--- src/rtl/scan_test_seq_if.sv ---
// Signal bundle between board test control / scan-chained counter and the
// scan-test sequencer. Clock and reset stay as plain ports on the sequencer.
interface scan_test_seq_if #(
  parameter int unsigned CHAIN_LEN = 4,
  parameter int unsigned CAP_W     = 4
);
  logic                 aStart;
  logic                 aAbort;
  logic [CHAIN_LEN-1:0] aPattern;
  logic [CAP_W-1:0]     aCapCycles;
  logic                 aIncrement;
  logic                 bScanOut;
  logic                 bScanEn;
  logic                 bScanIn;
  logic                 bIncrement;
  logic                 bBusy;
  logic                 bDone;
  logic                 bPass;
  logic [CHAIN_LEN-1:0] bCaptured;

  modport master (
    output aStart, aAbort, aPattern, aCapCycles, aIncrement, bScanOut,
    input  bScanEn, bScanIn, bIncrement, bBusy, bDone, bPass, bCaptured
  );

  modport slave (
    input  aStart, aAbort, aPattern, aCapCycles, aIncrement, bScanOut,
    output bScanEn, bScanIn, bIncrement, bBusy, bDone, bPass, bCaptured
  );
endinterface

--- src/rtl/scan_test_seq.sv ---
// Scan-test sequencer: loads a seed into the counter's scan chain, runs C
// functional increments, unloads the chain and checks it against seed + C.
module scan_test_seq #(
  parameter int unsigned CHAIN_LEN = 4,
  parameter int unsigned CAP_W     = 4
) (
  input logic            BrdClk,
  input logic            aReset_n,
  scan_test_seq_if.slave bus
);

  localparam int unsigned LEN_W = (CHAIN_LEN > 1) ? $clog2(CHAIN_LEN) : 1;
  localparam int unsigned CNT_W = (LEN_W > CAP_W) ? LEN_W : CAP_W;
  localparam logic [CNT_W-1:0] LAST_SHIFT = CNT_W'(CHAIN_LEN - 1);

  typedef enum logic [2:0] {
    S_IDLE,
    S_LOAD,
    S_CAPTURE,
    S_UNLOAD,
    S_DONE
  } state_e;

  state_e               state_q, state_d;
  logic [CNT_W-1:0]     cnt_q, cnt_d;
  logic [CHAIN_LEN-1:0] pattern_q, pattern_d;
  logic [CHAIN_LEN-1:0] load_sr_q, load_sr_d;
  logic [CAP_W-1:0]     cycles_q, cycles_d;
  logic [CHAIN_LEN-1:0] captured_q, captured_d;
  logic                 pass_q, pass_d;
  logic                 scan_en_q, scan_en_d;
  logic                 scan_in_q, scan_in_d;
  logic                 busy_q, busy_d;
  logic                 done_q, done_d;

  logic [CNT_W-1:0]     cycles_ext;
  logic [CHAIN_LEN-1:0] expected;

  assign cycles_ext = CNT_W'(cycles_q);
  // Sum at chain width: carry dropped, C truncated or zero-extended first.
  assign expected   = pattern_q + CHAIN_LEN'(cycles_q);

  always_comb begin
    state_d    = state_q;
    cnt_d      = cnt_q;
    pattern_d  = pattern_q;
    load_sr_d  = load_sr_q;
    cycles_d   = cycles_q;
    captured_d = captured_q;
    pass_d     = pass_q;
    scan_en_d  = 1'b0;
    scan_in_d  = 1'b0;
    busy_d     = 1'b0;
    done_d     = 1'b0;

    case (state_q)
      S_IDLE: begin
        if (bus.aStart) begin
          pattern_d  = bus.aPattern;
          load_sr_d  = {bus.aPattern[CHAIN_LEN-2:0], 1'b0};
          cycles_d   = bus.aCapCycles;
          captured_d = '0;
          pass_d     = 1'b0;
          cnt_d      = '0;
          state_d    = S_LOAD;
          scan_en_d  = 1'b1;
          scan_in_d  = bus.aPattern[CHAIN_LEN-1];
          busy_d     = 1'b1;
        end
      end

      S_LOAD: begin
        if (bus.aAbort) begin
          cnt_d   = '0;
          state_d = S_IDLE;
        end else if (cnt_q == LAST_SHIFT) begin
          cnt_d  = '0;
          busy_d = 1'b1;
          if (cycles_q == '0) begin
            state_d   = S_UNLOAD;
            scan_en_d = 1'b1;
          end else begin
            state_d = S_CAPTURE;
          end
        end else begin
          // Scan-in for the next load cycle comes off the top of the shifter.
          cnt_d     = cnt_q + CNT_W'(1);
          busy_d    = 1'b1;
          scan_en_d = 1'b1;
          scan_in_d = load_sr_q[CHAIN_LEN-1];
          load_sr_d = {load_sr_q[CHAIN_LEN-2:0], 1'b0};
        end
      end

      S_CAPTURE: begin
        if (bus.aAbort) begin
          cnt_d   = '0;
          state_d = S_IDLE;
        end else if (cnt_q == cycles_ext - CNT_W'(1)) begin
          cnt_d     = '0;
          busy_d    = 1'b1;
          state_d   = S_UNLOAD;
          scan_en_d = 1'b1;
        end else begin
          cnt_d  = cnt_q + CNT_W'(1);
          busy_d = 1'b1;
        end
      end

      S_UNLOAD: begin
        if (bus.aAbort) begin
          cnt_d   = '0;
          state_d = S_IDLE;
        end else begin
          // First bit sampled ends up in the MSB after CHAIN_LEN shifts.
          captured_d = {captured_q[CHAIN_LEN-2:0], bus.bScanOut};
          if (cnt_q == LAST_SHIFT) begin
            cnt_d   = '0;
            state_d = S_DONE;
            done_d  = 1'b1;
            pass_d  = (captured_d == expected);
          end else begin
            cnt_d     = cnt_q + CNT_W'(1);
            busy_d    = 1'b1;
            scan_en_d = 1'b1;
          end
        end
      end

      S_DONE: begin
        state_d = S_IDLE;
      end

      default: begin
        cnt_d   = '0;
        state_d = S_IDLE;
      end
    endcase
  end

  always_ff @(posedge BrdClk or negedge aReset_n) begin
    if (!aReset_n) begin
      state_q    <= S_IDLE;
      cnt_q      <= '0;
      pattern_q  <= '0;
      load_sr_q  <= '0;
      cycles_q   <= '0;
      captured_q <= '0;
      pass_q     <= 1'b0;
      scan_en_q  <= 1'b0;
      scan_in_q  <= 1'b0;
      busy_q     <= 1'b0;
      done_q     <= 1'b0;
    end else begin
      state_q    <= state_d;
      cnt_q      <= cnt_d;
      pattern_q  <= pattern_d;
      load_sr_q  <= load_sr_d;
      cycles_q   <= cycles_d;
      captured_q <= captured_d;
      pass_q     <= pass_d;
      scan_en_q  <= scan_en_d;
      scan_in_q  <= scan_in_d;
      busy_q     <= busy_d;
      done_q     <= done_d;
    end
  end

  logic increment;

  always_comb begin
    increment = 1'b0;
    case (state_q)
      S_IDLE, S_DONE: increment = bus.aIncrement;
      S_CAPTURE:      increment = 1'b1;
      default:        increment = 1'b0;
    endcase
  end

  assign bus.bScanEn    = scan_en_q;
  assign bus.bScanIn    = scan_in_q;
  assign bus.bIncrement = increment;
  assign bus.bBusy      = busy_q;
  assign bus.bDone      = done_q;
  assign bus.bPass      = pass_q;
  assign bus.bCaptured  = captured_q;

endmodule

--- src/flat_wrapper.sv ---
// flat-port wrapper written by rule: the top's interface ports become plain ports
module scan_test_seq_flat 
#(
  parameter int unsigned CHAIN_LEN = 4,
  parameter int unsigned CAP_W     = 4
)
  (BrdClk, aReset_n, bus_aStart, bus_aAbort, bus_aPattern, bus_aCapCycles, bus_aIncrement, bus_bScanOut, bus_bScanEn, bus_bScanIn, bus_bIncrement, bus_bBusy, bus_bDone, bus_bPass, bus_bCaptured);
  scan_test_seq_if #(.CHAIN_LEN(CHAIN_LEN), .CAP_W(CAP_W)) bus_i ();
  input logic BrdClk;
  input logic aReset_n;
  input wire logic [$bits(bus_i.aStart)-1:0] bus_aStart;
  input wire logic [$bits(bus_i.aAbort)-1:0] bus_aAbort;
  input wire logic [$bits(bus_i.aPattern)-1:0] bus_aPattern;
  input wire logic [$bits(bus_i.aCapCycles)-1:0] bus_aCapCycles;
  input wire logic [$bits(bus_i.aIncrement)-1:0] bus_aIncrement;
  input wire logic [$bits(bus_i.bScanOut)-1:0] bus_bScanOut;
  output wire logic [$bits(bus_i.bScanEn)-1:0] bus_bScanEn;
  output wire logic [$bits(bus_i.bScanIn)-1:0] bus_bScanIn;
  output wire logic [$bits(bus_i.bIncrement)-1:0] bus_bIncrement;
  output wire logic [$bits(bus_i.bBusy)-1:0] bus_bBusy;
  output wire logic [$bits(bus_i.bDone)-1:0] bus_bDone;
  output wire logic [$bits(bus_i.bPass)-1:0] bus_bPass;
  output wire logic [$bits(bus_i.bCaptured)-1:0] bus_bCaptured;
  assign bus_i.aStart = bus_aStart;
  assign bus_i.aAbort = bus_aAbort;
  assign bus_i.aPattern = bus_aPattern;
  assign bus_i.aCapCycles = bus_aCapCycles;
  assign bus_i.aIncrement = bus_aIncrement;
  assign bus_i.bScanOut = bus_bScanOut;
  assign bus_bScanEn = bus_i.bScanEn;
  assign bus_bScanIn = bus_i.bScanIn;
  assign bus_bIncrement = bus_i.bIncrement;
  assign bus_bBusy = bus_i.bBusy;
  assign bus_bDone = bus_i.bDone;
  assign bus_bPass = bus_i.bPass;
  assign bus_bCaptured = bus_i.bCaptured;
  scan_test_seq #(.CHAIN_LEN(CHAIN_LEN), .CAP_W(CAP_W)) u_core (.BrdClk(BrdClk), .aReset_n(aReset_n), .bus(bus_i));
endmodule
--- config.mk ---
export PLATFORM = sky130hd
export DESIGN_NAME = scan_test_seq_flat
export DESIGN_NICKNAME = d
export VERILOG_FILES = /design/src/rtl/scan_test_seq_if.sv /design/src/rtl/scan_test_seq.sv /design/src/flat_wrapper.sv
export SDC_FILE = /design/constraint.sdc
export NUM_CORES = 1
export LEC_CHECK = 0
export ABC_AREA = 1
export BUFFER_PORTS_ARGS = -buffer_cell sky130_fd_sc_hd__buf_2
export CAP_MARGIN = 5
export CELL_PAD_IN_SITES_DETAIL_PLACEMENT = 1
export CELL_PAD_IN_SITES_GLOBAL_PLACEMENT = 1
export CORE_MARGIN = 8
export CORE_UTILIZATION = 25
export DETAILED_ROUTE_END_ITERATION = 12
export GPL_ROUTABILITY_DRIVEN = 0
export HOLD_SLACK_MARGIN = 0.03
export PLACE_DENSITY_LB_ADDON = 0.1
export RECOVER_POWER = 100
export REMOVE_ABC_BUFFERS = 1
export SYNTH_ARGS = -nofsm -noshare
export SYNTH_HDL_FRONTEND = slang
export SYNTH_SLANG_ARGS = --single-unit
--- constraint.sdc ---
create_clock -name BrdClk -period 1.74 [get_ports BrdClk]
set_input_delay 0.348 -clock BrdClk [delete_from_list [all_inputs] [get_ports BrdClk]]
set_output_delay 0.348 -clock BrdClk [all_outputs]
set_load 0.01 [all_outputs]
==> results of run 1 <==
logic make-up (layout without fill, tap and decap cells):
logic type	count (synthesis)	count (layout)	share of synthesized area
fa+ha+maj	7	7	0.0607
compound gates	24	24	0.0815
xor+xnor	8	8	0.0447
flops	27	27	0.431
buf+inv	27	58	0.0703
simple gates	100	100	0.312
per-layer routing:
metal  GRT usage  share of wire
met5           0              0
met2       0.170           0.47
met1       0.132           0.49
met3      0.0165          0.030
met4      0.0273         0.0055
registers in the layout, summed over array words and instances, names as in the netlist:
name	flops
u_core.bus.bBusy	1
u_core.bus.bCaptured	4
u_core.bus.bDone	1
u_core.bus.bPass	1
u_core.bus.bScanEn	1
u_core.bus.bScanIn	1
u_core.cnt_q	4
u_core.cycles_ext	4
u_core.load_sr_q	3
u_core.pattern_q	4
u_core.state_q	3
through the flow:
stage / instances / TNS, ns / setup slack [ns] / utilization
3_3_place_gp: 297 / 0 / 0.0873 / 0.291
5_1_grt: 301 / -0.150 / -0.0717 / 0.296
4_1_cts: 301 / 0 / 0.0265 / 0.299
2_1_floorplan: 191 / 0 / 0.151 / -
3_5_place_dp: 297 / 0 / 0.0608 / 0.291
6_report: 301 / 0 / 0.0568 / 0.296
final timing paths:
| path | to | slack, ns | cells past startpoint |
|---|---|---|---|
| worst max-delay path | u_core.bus.bPass$_DFFE_PN0P_ | 0.06 | 7 |
| worst min-delay path | u_core.cnt_q[2]$_DFFE_PN0P_ | 0.12 | 1 |
| worst max register to register | u_core.bus.bPass$_DFFE_PN0P_ | 0.06 | 7 |
| worst min register to register | u_core.pattern_q[2]$_DFFE_PN0P_ | 0.50 | 2 |
| max in group asynchronous | u_core.cnt_q[3]$_DFFE_PN0P_ | 1.16 | 1 |
| min in group BrdClk | u_core.cycles_ext[3]$_DFFE_PN0P_ | 0.28 | 3 |
worst max-delay path, delay by kind of cell (launching register included):
kind,cells,cell delay [ns]
and+or+nand+nor,4,0.36
DFF,1,0.43
adders and majority gates,2,0.68
xor gates and xnor gates,1,0.18
synthesized netlist by cell type, types with 2 or more instances:
master,instances
nor2_2,2
nand2_4,3
nand4_1,7
o21ai_0,11
xnor2_1,5
ha_1,6
inv_1,19
inv_2,6
dfrtp_1,27
nand3_2,2
a21oi_1,3
o211ai_1,3
nand3_1,22
nand2_1,46
o21ai_1,7
nor2_1,12
xor2_1,3
cell type report:
| cell class | count | share of cell area |
|---|---|---|
| clock buffer | 3 | 0.0225 |
| timing repair buffer | 29 | 0.0812 |
| inverter | 25 | 0.0512 |
| tap | 77 | 0.0525 |
| multi-input combinational | 139 | 0.422 |
| sequential | 27 | 0.368 |
| clock inverter | 1 | 0.00273 |
what timing repair did:
action / 4_1_cts / 5_1_grt
setup endpoints to repair: 0 / 8
hold endpoints to repair: 0 / 0
gates resized for setup: 0 / 2
power by group through the flow:
stage	sequential (W)	combinational [W]	clock, W
3_5_place_dp	0.000995	0.00152	0
2_1_floorplan	0.000983	0.00105	0
5_1_grt	0.00101	0.00175	0.000419
3_3_place_gp	0.000995	0.00153	0
6_report	0.000976	0.00148	0.000373
4_1_cts	0.000982	0.00154	0.000404
==> metrics.txt, run 1 <==
status=complete, no violations; CP Launch Type=register; Synth top area share=0.431; Hold Crit Class=in2async; Fin. Hold Viols=0; P&R area growth vs syn=17.1%; clk sinks=27; Starting Density=0.252; gr usage total=0.102; Min Hold Slack=about 0.12 ns; Max rail drop VDD=0.000454 V; Post-CTS Setup Repair Bufs=0; Root Buffer=clkbuf_8; Final Instance Area=roughly 0.0018 mm^2; post-synth cell types=26; global-route wire length before repair=7.22 mm; Pwr per Cell Area=between 1500 and 2000 mW/mm^2; ranking of synthesized cells by area=dfrtp_1, nand2_1, nand3_1; logic gate share of total power=0.524; Final ANT Viol Nets=0; RSZ-0062 raised after global routing=true; Worst setup EP type=register; sequential cell area fraction in the yosys report=0.431; ys async rst share=1.00; synthesized cell area=around 0.0016 mm^2; Reg clk slew, reported paths=0.10 ns; Fill cells=785; Setup Skew=0.00384 ns; biggest cell delay along the critical path=approximately 0.45 ns; Remaining Overflow, GRT=0; P_int=about 0.0016 W; Req. time, crit path=a little under 2 ns; max_slew headroom=0.509; nets@finish=246; full die area=between 0.009 and 0.01 mm^2; Tot Pwr=0.00283 W; cell-by-cell trace of the critical path=ha_1 -> fa_1 -> xnor2_1 -> nand3_1 -> nor2_1 -> nand3_1 -> nand2_1; max-cap violation count=0; Crit Path Max Fanout=4; routed wire length=4.15 mm; worst skew pair latency=0.27 ns; Clk pwr share=0.132; via density per instance=around 4.5; die height=around 95 um; sw frac=0.440; TritonCTS clock tree=done; WS Path Type=reg2reg; NetSw=roughly 0.0012 W; Worst Tran Pin Value=between 0.7 and 0.8 ns; number of synthesized flops with an enable pin=0; first drt pass iteration count=3; CTS hold repair buffers=0; Tmin final=1.68 ns; H-Tree Level Count=1; crit path max-delay cell type=fa_1; syn_area_per_cell=just over 8 um^2; leading area contributor after synthesis=dfrtp_1; most frequent cells in the layout=nand2_1, dfrtp_1, nand3_1; CTS Buf Count=3; Core Area=0.00620 mm^2; Reg2Reg Launch Point=u_core.cycles_ext[0]$_DFFE_PN0P_; crit path from=u_core.cycles_ext[0]$_DFFE_PN0P_; vias in the first global route=about 1500; crit path DAT=about 1.9 ns; fin. max-slew vios=0; Yosys reg bits=27; initial antenna violation count=0; sequential power share=0.344; Gate Count Post-Synth=a little under 200; largest net degree at the start of global routing=28; WL/cell=~14 um; static leakage=between 0.9 and 1 nW; Fmax=594 MHz; most common cell after layout, fill and taps aside=nand2_1; Tcrit/Tclk final=0.967; Post-DP Area=between 0.0015 and 0.002 mm^2; # setup viols final=0; diode count=0; Post-DP HPWL=approximately 3.3 mm; Storage cell area=approximately 680 um^2; residual DRC count=0; layout cells sized above 1=0.165; Synth Flop Type=dfrtp_1; Ys Warns=0; cell mode on critical path=nand3_1; area of the multi-input gates=between 700 and 800 um^2; routed vias=about 1400; initial drt markers=16; PortBufs=23; Ports=24; CTS Buffer Depth=2; std cell rows=29; die width=95.2 um
(Power assumes the default switching activity.)
==> run 2: changes to the inputs <==
BUFFER_PORTS_ARGS = -buffer_cell sky130_fd_sc_hd__clkbuf_2   (was -buffer_cell sky130_fd_sc_hd__buf_2)
==> run 2 against run 1 <==
  * Fmax down 0.45%
  * Clock skew up 0.0043 ns
  * Combinational power up 5%
  * Sequential power up 1%
  * Count of clock-buffer cells in the layout up 1
  * Die area unchanged
  * Register-to-register slack about the same
  * Critical path type unchanged
  * Largest cell class unchanged
==> metrics.txt, run 2 (synthesized netlist as in run 1, its figures left out) <==
initial antenna violation count=0 (unchanged); Hold Crit Class=in2reg; Remaining Overflow, GRT=0 (unchanged); residual DRC count=0 (unchanged); setup TNS=0 ns (unchanged); layout cells sized above 1=0.195 (+0.0295); worst skew pair latency=0.28 ns (about the same); std cell rows=29 (unchanged); P_int=0.00161 W (+1.7%); Final Instance Area=0.00187 mm^2 (+2.1%); first drt pass iteration count=4 (+1); Worst Tran Pin Value=0.737 ns (+0.000781 ns); Setup Skew=0.00815 ns (+0.00431 ns); Root Buffer=clkbuf_8; most frequent cells in the layout=nand2_1, dfrtp_1, nand3_1; Core Area=0.00620 mm^2 (unchanged); CTS Buf Count=3 (unchanged); DP Cell Count=298 (+0.34%); Crit Path Max Fanout=4 (unchanged); Post-CTS Setup Repair Bufs=0 (unchanged); Final ANT Viol Nets=0 (unchanged); Req. time, crit path=1.92 ns (-0.04 ns); Post-DP HPWL=3.34 mm (+0.56%); via density per instance=4.45 (-1.0%); Storage cell area=676 um^2 (unchanged); routed vias=1347 (-0.37%); H-Tree Level Count=1 (unchanged); clk sinks=27 (unchanged); CP Launch Type=register; non-filler cells, final=303 (+0.66%); fin. max-slew vios=0 (unchanged); RSZ-0062 raised after global routing=true; pre-CTS WS=0.0459 ns (-0.0149 ns); Fill cells=757 (-3.6%); Tcrit/Tclk final=0.972 (+0.00439); max_slew headroom=0.509 (-0.000521); vias in the first global route=1454 (-2.6%); Reg clk slew, reported paths=0.10 ns (about the same); die width=95.2 um (unchanged); diode count=0 (unchanged); crit path DAT=1.87 ns (-0.03 ns); sequential power share=0.338 (-0.006); Post-DP Area=0.00183 mm^2 (+1.1%); global-route wire length before repair=7.22 mm (about the same); Starting Density=0.252 (unchanged); Ports=24 (unchanged); TritonCTS clock tree=done; WL/cell=14.2 um (+2.7%); most common cell after layout, fill and taps aside=nand2_1; WS Path Type=reg2reg; Fin. Hold Viols=0 (unchanged); die height=95.2 um (unchanged); # setup viols final=0 (unchanged); setup ws final=0.0492 ns (-0.00763 ns); status=complete, no violations; area of the multi-input gates=798 um^2 (+3.2%); Tmin final=1.69 ns (+0.00763 ns); routed wire length=4.29 mm (+3.4%); Tot Pwr=0.00292 W (+3.0%); Pwr per Cell Area=1560 mW/mm^2 (+0.82%); Fmax=591 MHz (-0.45%); PortBufs=23 (unchanged); NetSw=0.00130 W (+4.6%); nets@finish=248 (+0.81%); R2R setup slack=0.05 ns (about the same); Clk pwr share=0.129 (-0.003); static leakage=0.941 nW (+1.1%); P&R area growth vs syn=19.6%; gr usage total=0.103 (+0.00182); largest net degree at the start of global routing=28 (unchanged); initial drt markers=31 (+15); logic gate share of total power=0.533 (+0.009); Max rail drop VDD=0.000499 V (+9.9%); full die area=0.00906 mm^2 (unchanged); CTS Buffer Depth=2 (unchanged); max-cap violation count=0 (unchanged); Worst setup EP type=register; sw frac=0.447 (+0.00698)
run 2: metal layers:
layer / vias to the layer above / part of all wire / GRT usage
li1: 697 / - / -
met4: 0 / 0.0086 / 0.0273
met3: 4 / 0.038 / 0.0283
met5: - / 0 / 0
met1: 630 / 0.49 / 0.131
met2: 16 / 0.46 / 0.169
run 2: layout make-up:
cell class / count / area share
clock buffer: 4 / 0.0240
inverter: 25 / 0.0501
multi-input combinational: 139 / 0.426
sequential: 27 / 0.361
tap: 77 / 0.0514
timing repair buffer: 31 / 0.0875
run 2: worst max-delay path, stage by stage (launching register included):
cell	delay [ns]
dfrtp_1	0.44
ha_2	0.20
fa_1	0.40
xnor2_2	0.17
xor2_1	0.20
nor2_2	0.06
nand3_1	0.06
nand2_1	0.05
run 2: timing repair:
item,CTS,global route
endpoints found under the hold margin,27,0
gates resized for setup,0,4
setup endpoints to repair,0,8
hold buffers,1,0
run 2: power groups by stage:
stage	Clock (W)	Combinational [W]	Sequential [W]
finish	0.000376	0.00155	0.000986
global route	0.000428	0.00181	0.00102
CTS	0.000405	0.00154	0.000987
detailed placement	0	0.00153	0.00100
global placement	0	0.00153	0.000999
floorplan	0	0.00105	0.000983
run 2: final timing paths:
path / from / endpoint / depth (start not counted)
max in group asynchronous: aReset_n / u_core.pattern_q[3]$_DFFE_PN0P_ / 3
worst max-delay path: u_core.cycles_ext[0]$_DFFE_PN0P_ / u_core.bus.bPass$_DFFE_PN0P_ / 7
worst max register to register: u_core.cycles_ext[0]$_DFFE_PN0P_ / u_core.bus.bPass$_DFFE_PN0P_ / 7
worst min register to register: u_core.pattern_q[2]$_DFFE_PN0P_ / u_core.pattern_q[2]$_DFFE_PN0P_ / 2
min in group asynchronous: aReset_n / u_core.cnt_q[2]$_DFFE_PN0P_ / 3
worst min-delay path: bus_aPattern[1] / u_core.pattern_q[1]$_DFFE_PN0P_ / 3
run 2: per-stage QoR:
stage	hold WS, ns	util
finish	0.278	0.302
global route	0.273	0.302
CTS	0.266	0.303
detailed placement	0.319	0.294
global placement	0.318	0.294
floorplan	0.0524	-
==> run 3: changes to the inputs <==
CORE_MARGIN = unset   (was 8)
==> run 3 against run 2 <==
  * Sequential power about the same
  * First-iteration DRC count decreased by 9.7%
  * Fmax decreased by 0.45%
  * Wire length decreased by 5.4%
  * Combinational power decreased by 3%
  * Register-to-register slack about the same
  * Cell count decreased by 2.3%
  * Largest cell class unchanged
==> metrics.txt, run 3 (synthesized netlist as in run 1, its figures left out) <==
first drt pass iteration count=4 (unchanged); crit path DAT=1.91 ns (+0.04 ns); Tot Pwr=0.00286 W (-1.9%); CP Launch Type=register; CTS hold repair buffers=0 (-1); cell mode on critical path=nand3_1; worst skew pair latency=0.27 ns (about the same); Root Buffer=clkbuf_8; most common cell after layout, fill and taps aside=nand2_1; Final ANT Viol Nets=0 (unchanged); Remaining Overflow, GRT=0 (unchanged); std cell rows=28 (-3.4%); nets@finish=243 (-2.0%); die height=81.2 um (-15%); Post-DP HPWL=3.26 mm (-2.3%); setup ws final=0.0415 ns (-0.00763 ns); met3 usage in global routing=0.0180 (-0.0104); # setup viols final=0 (unchanged); CTS Buf Count=3 (unchanged); Max rail drop VDD=0.000414 V (-17%); Req. time, crit path=1.95 ns (+0.03 ns); pre-CTS WS=0.0410 ns (-0.00496 ns); TritonCTS clock tree=done; routed wire length=4.06 mm (-5.4%); Starting Density=0.261 (+0.00902); layout cells sized above 1=0.167 (-0.0273); largest net degree at the start of global routing=28 (unchanged); Pwr per Cell Area=1570 mW/mm^2 (+0.89%); via density per instance=4.66 (+4.9%); Worst Tran Pin Value=0.700 ns (-0.0372 ns); busiest grt layer=met2; Post-DP Area=0.00177 mm^2 (-2.9%); cell-by-cell trace of the critical path=ha_2 -> fa_2 -> xnor2_1 -> nand3_1 -> nor2_1 -> nand3_1 -> nand2_1; Fmax=589 MHz (-0.45%); status=complete, no violations; most frequent cells in the layout=nand2_1, dfrtp_1, nand3_1; Tmin final=1.70 ns (+0.00763 ns); non-filler cells, final=296 (-2.3%); Tcrit/Tclk final=0.976 (+0.00439); CTS Buffer Depth=2 (unchanged); Worst setup EP type=register; biggest cell delay along the critical path=0.53 ns (+0.09 ns); H-Tree Level Count=1 (unchanged); initial drt markers=28 (-9.7%); Fill cells=745 (-1.6%); die width=81.2 um (-15%); Reg clk slew, reported paths=0.10 ns (about the same); Setup Skew=0.00601 ns (-0.00214 ns); initial antenna violation count=0 (unchanged); met1 usage in global routing=0.162 (+0.0312); Core Area=0.00599 mm^2 (-3.4%); M2 GR Usage=0.261 (+0.0919); Storage cell area=676 um^2 (unchanged); max_slew headroom=0.534 (+0.0248); DP Cell Count=291 (-2.3%); setup TNS=0 ns (unchanged); residual DRC count=0 (unchanged); WL/cell=13.7 um (-3.1%); max-cap violation count=0 (unchanged); Ports=24 (unchanged); Crit Path Max Fanout=4 (unchanged); global-route wire length before repair=6.92 mm (-4.1%); WS Path Type=reg2reg; clk sinks=27 (unchanged); Hold Crit Class=in2async; area of the multi-input gates=786 um^2 (-1.6%); full die area=0.00659 mm^2 (-27%); Fin. Hold Viols=0 (unchanged); crit path max-delay cell type=fa_2; gr usage total=0.140 (+0.0368); diode count=0 (unchanged); Final Instance Area=0.00182 mm^2 (-2.8%); static leakage=0.918 nW (-2.5%); routed vias=1380 (+2.4%); P&R area growth vs syn=16.2%; fin. max-slew vios=0 (unchanged); RSZ-0062 raised after global routing=true; vias in the first global route=1530 (+5.2%); PortBufs=23 (unchanged)
## run 3: critical path: cells and delay by family (launching register included)
| family | cells | cell delay, ns |
|---|---|---|
| fa+ha+maj | 2 | 0.73 |
| flops | 1 | 0.43 |
| simple gates | 4 | 0.37 |
| xor+xnor | 1 | 0.11 |
## run 3: layout make-up
cell class              count  share of cell area
clock buffers               4              0.0247
inverters                  25              0.0515
multi-input cells         139               0.432
flip-flops and latches     27               0.371
well taps                  75              0.0515
repair buffers             26              0.0694
## run 3: worst paths after layout
kind	startpoint	to	slack, ns	depth (start not counted)
worst max-delay path	u_core.cycles_ext[0]$_DFFE_PN0P_	u_core.bus.bPass$_DFFE_PN0P_	0.04	7
worst max register to register	u_core.cycles_ext[0]$_DFFE_PN0P_	u_core.bus.bPass$_DFFE_PN0P_	0.04	7
worst min-delay path	aReset_n	u_core.cnt_q[1]$_DFFE_PN0P_	0.10	1
worst min register to register	u_core.pattern_q[0]$_DFFE_PN0P_	u_core.pattern_q[0]$_DFFE_PN0P_	0.52	2
min in group BrdClk	bus_aCapCycles[2]	u_core.cycles_ext[2]$_DFFE_PN0P_	0.28	3
max in group asynchronous	aReset_n	u_core.bus.bPass$_DFFE_PN0P_	1.19	1
## run 3: metrics by stage
step	utilization	hold WS [ns]
floorplan	-	0.0524
finish	0.304	0.103
global placement	0.296	0.440
global route	0.304	0.169
CTS	0.304	0.133
detailed placement	0.296	0.442
## run 3: metal layers
metal,share of wire,vias to the layer above
li1,-,689
met1,0.46,670
met2,0.51,17
met3,0.024,4
met4,0.0089,0
met5,0,-
## run 3: power breakdown
part | leakage [nW] | switching, W | total (W) | internal, W
sequential | 0.351 | 0.000154 | 0.000985 | 0.000831
combinational | 0.544 | 0.000925 | 0.00151 | 0.000587
clock | 0.0228 | 0.000199 | 0.000363 | 0.000164
total | 0.918 | 0.00128 | 0.00286 | 0.00158
## run 3: what timing repair did
| item | CTS | global route |
|---|---|---|
| setup buffers | 0 | 1 |
| setup endpoints to repair | 0 | 7 |
| resized for setup | 0 | 4 |
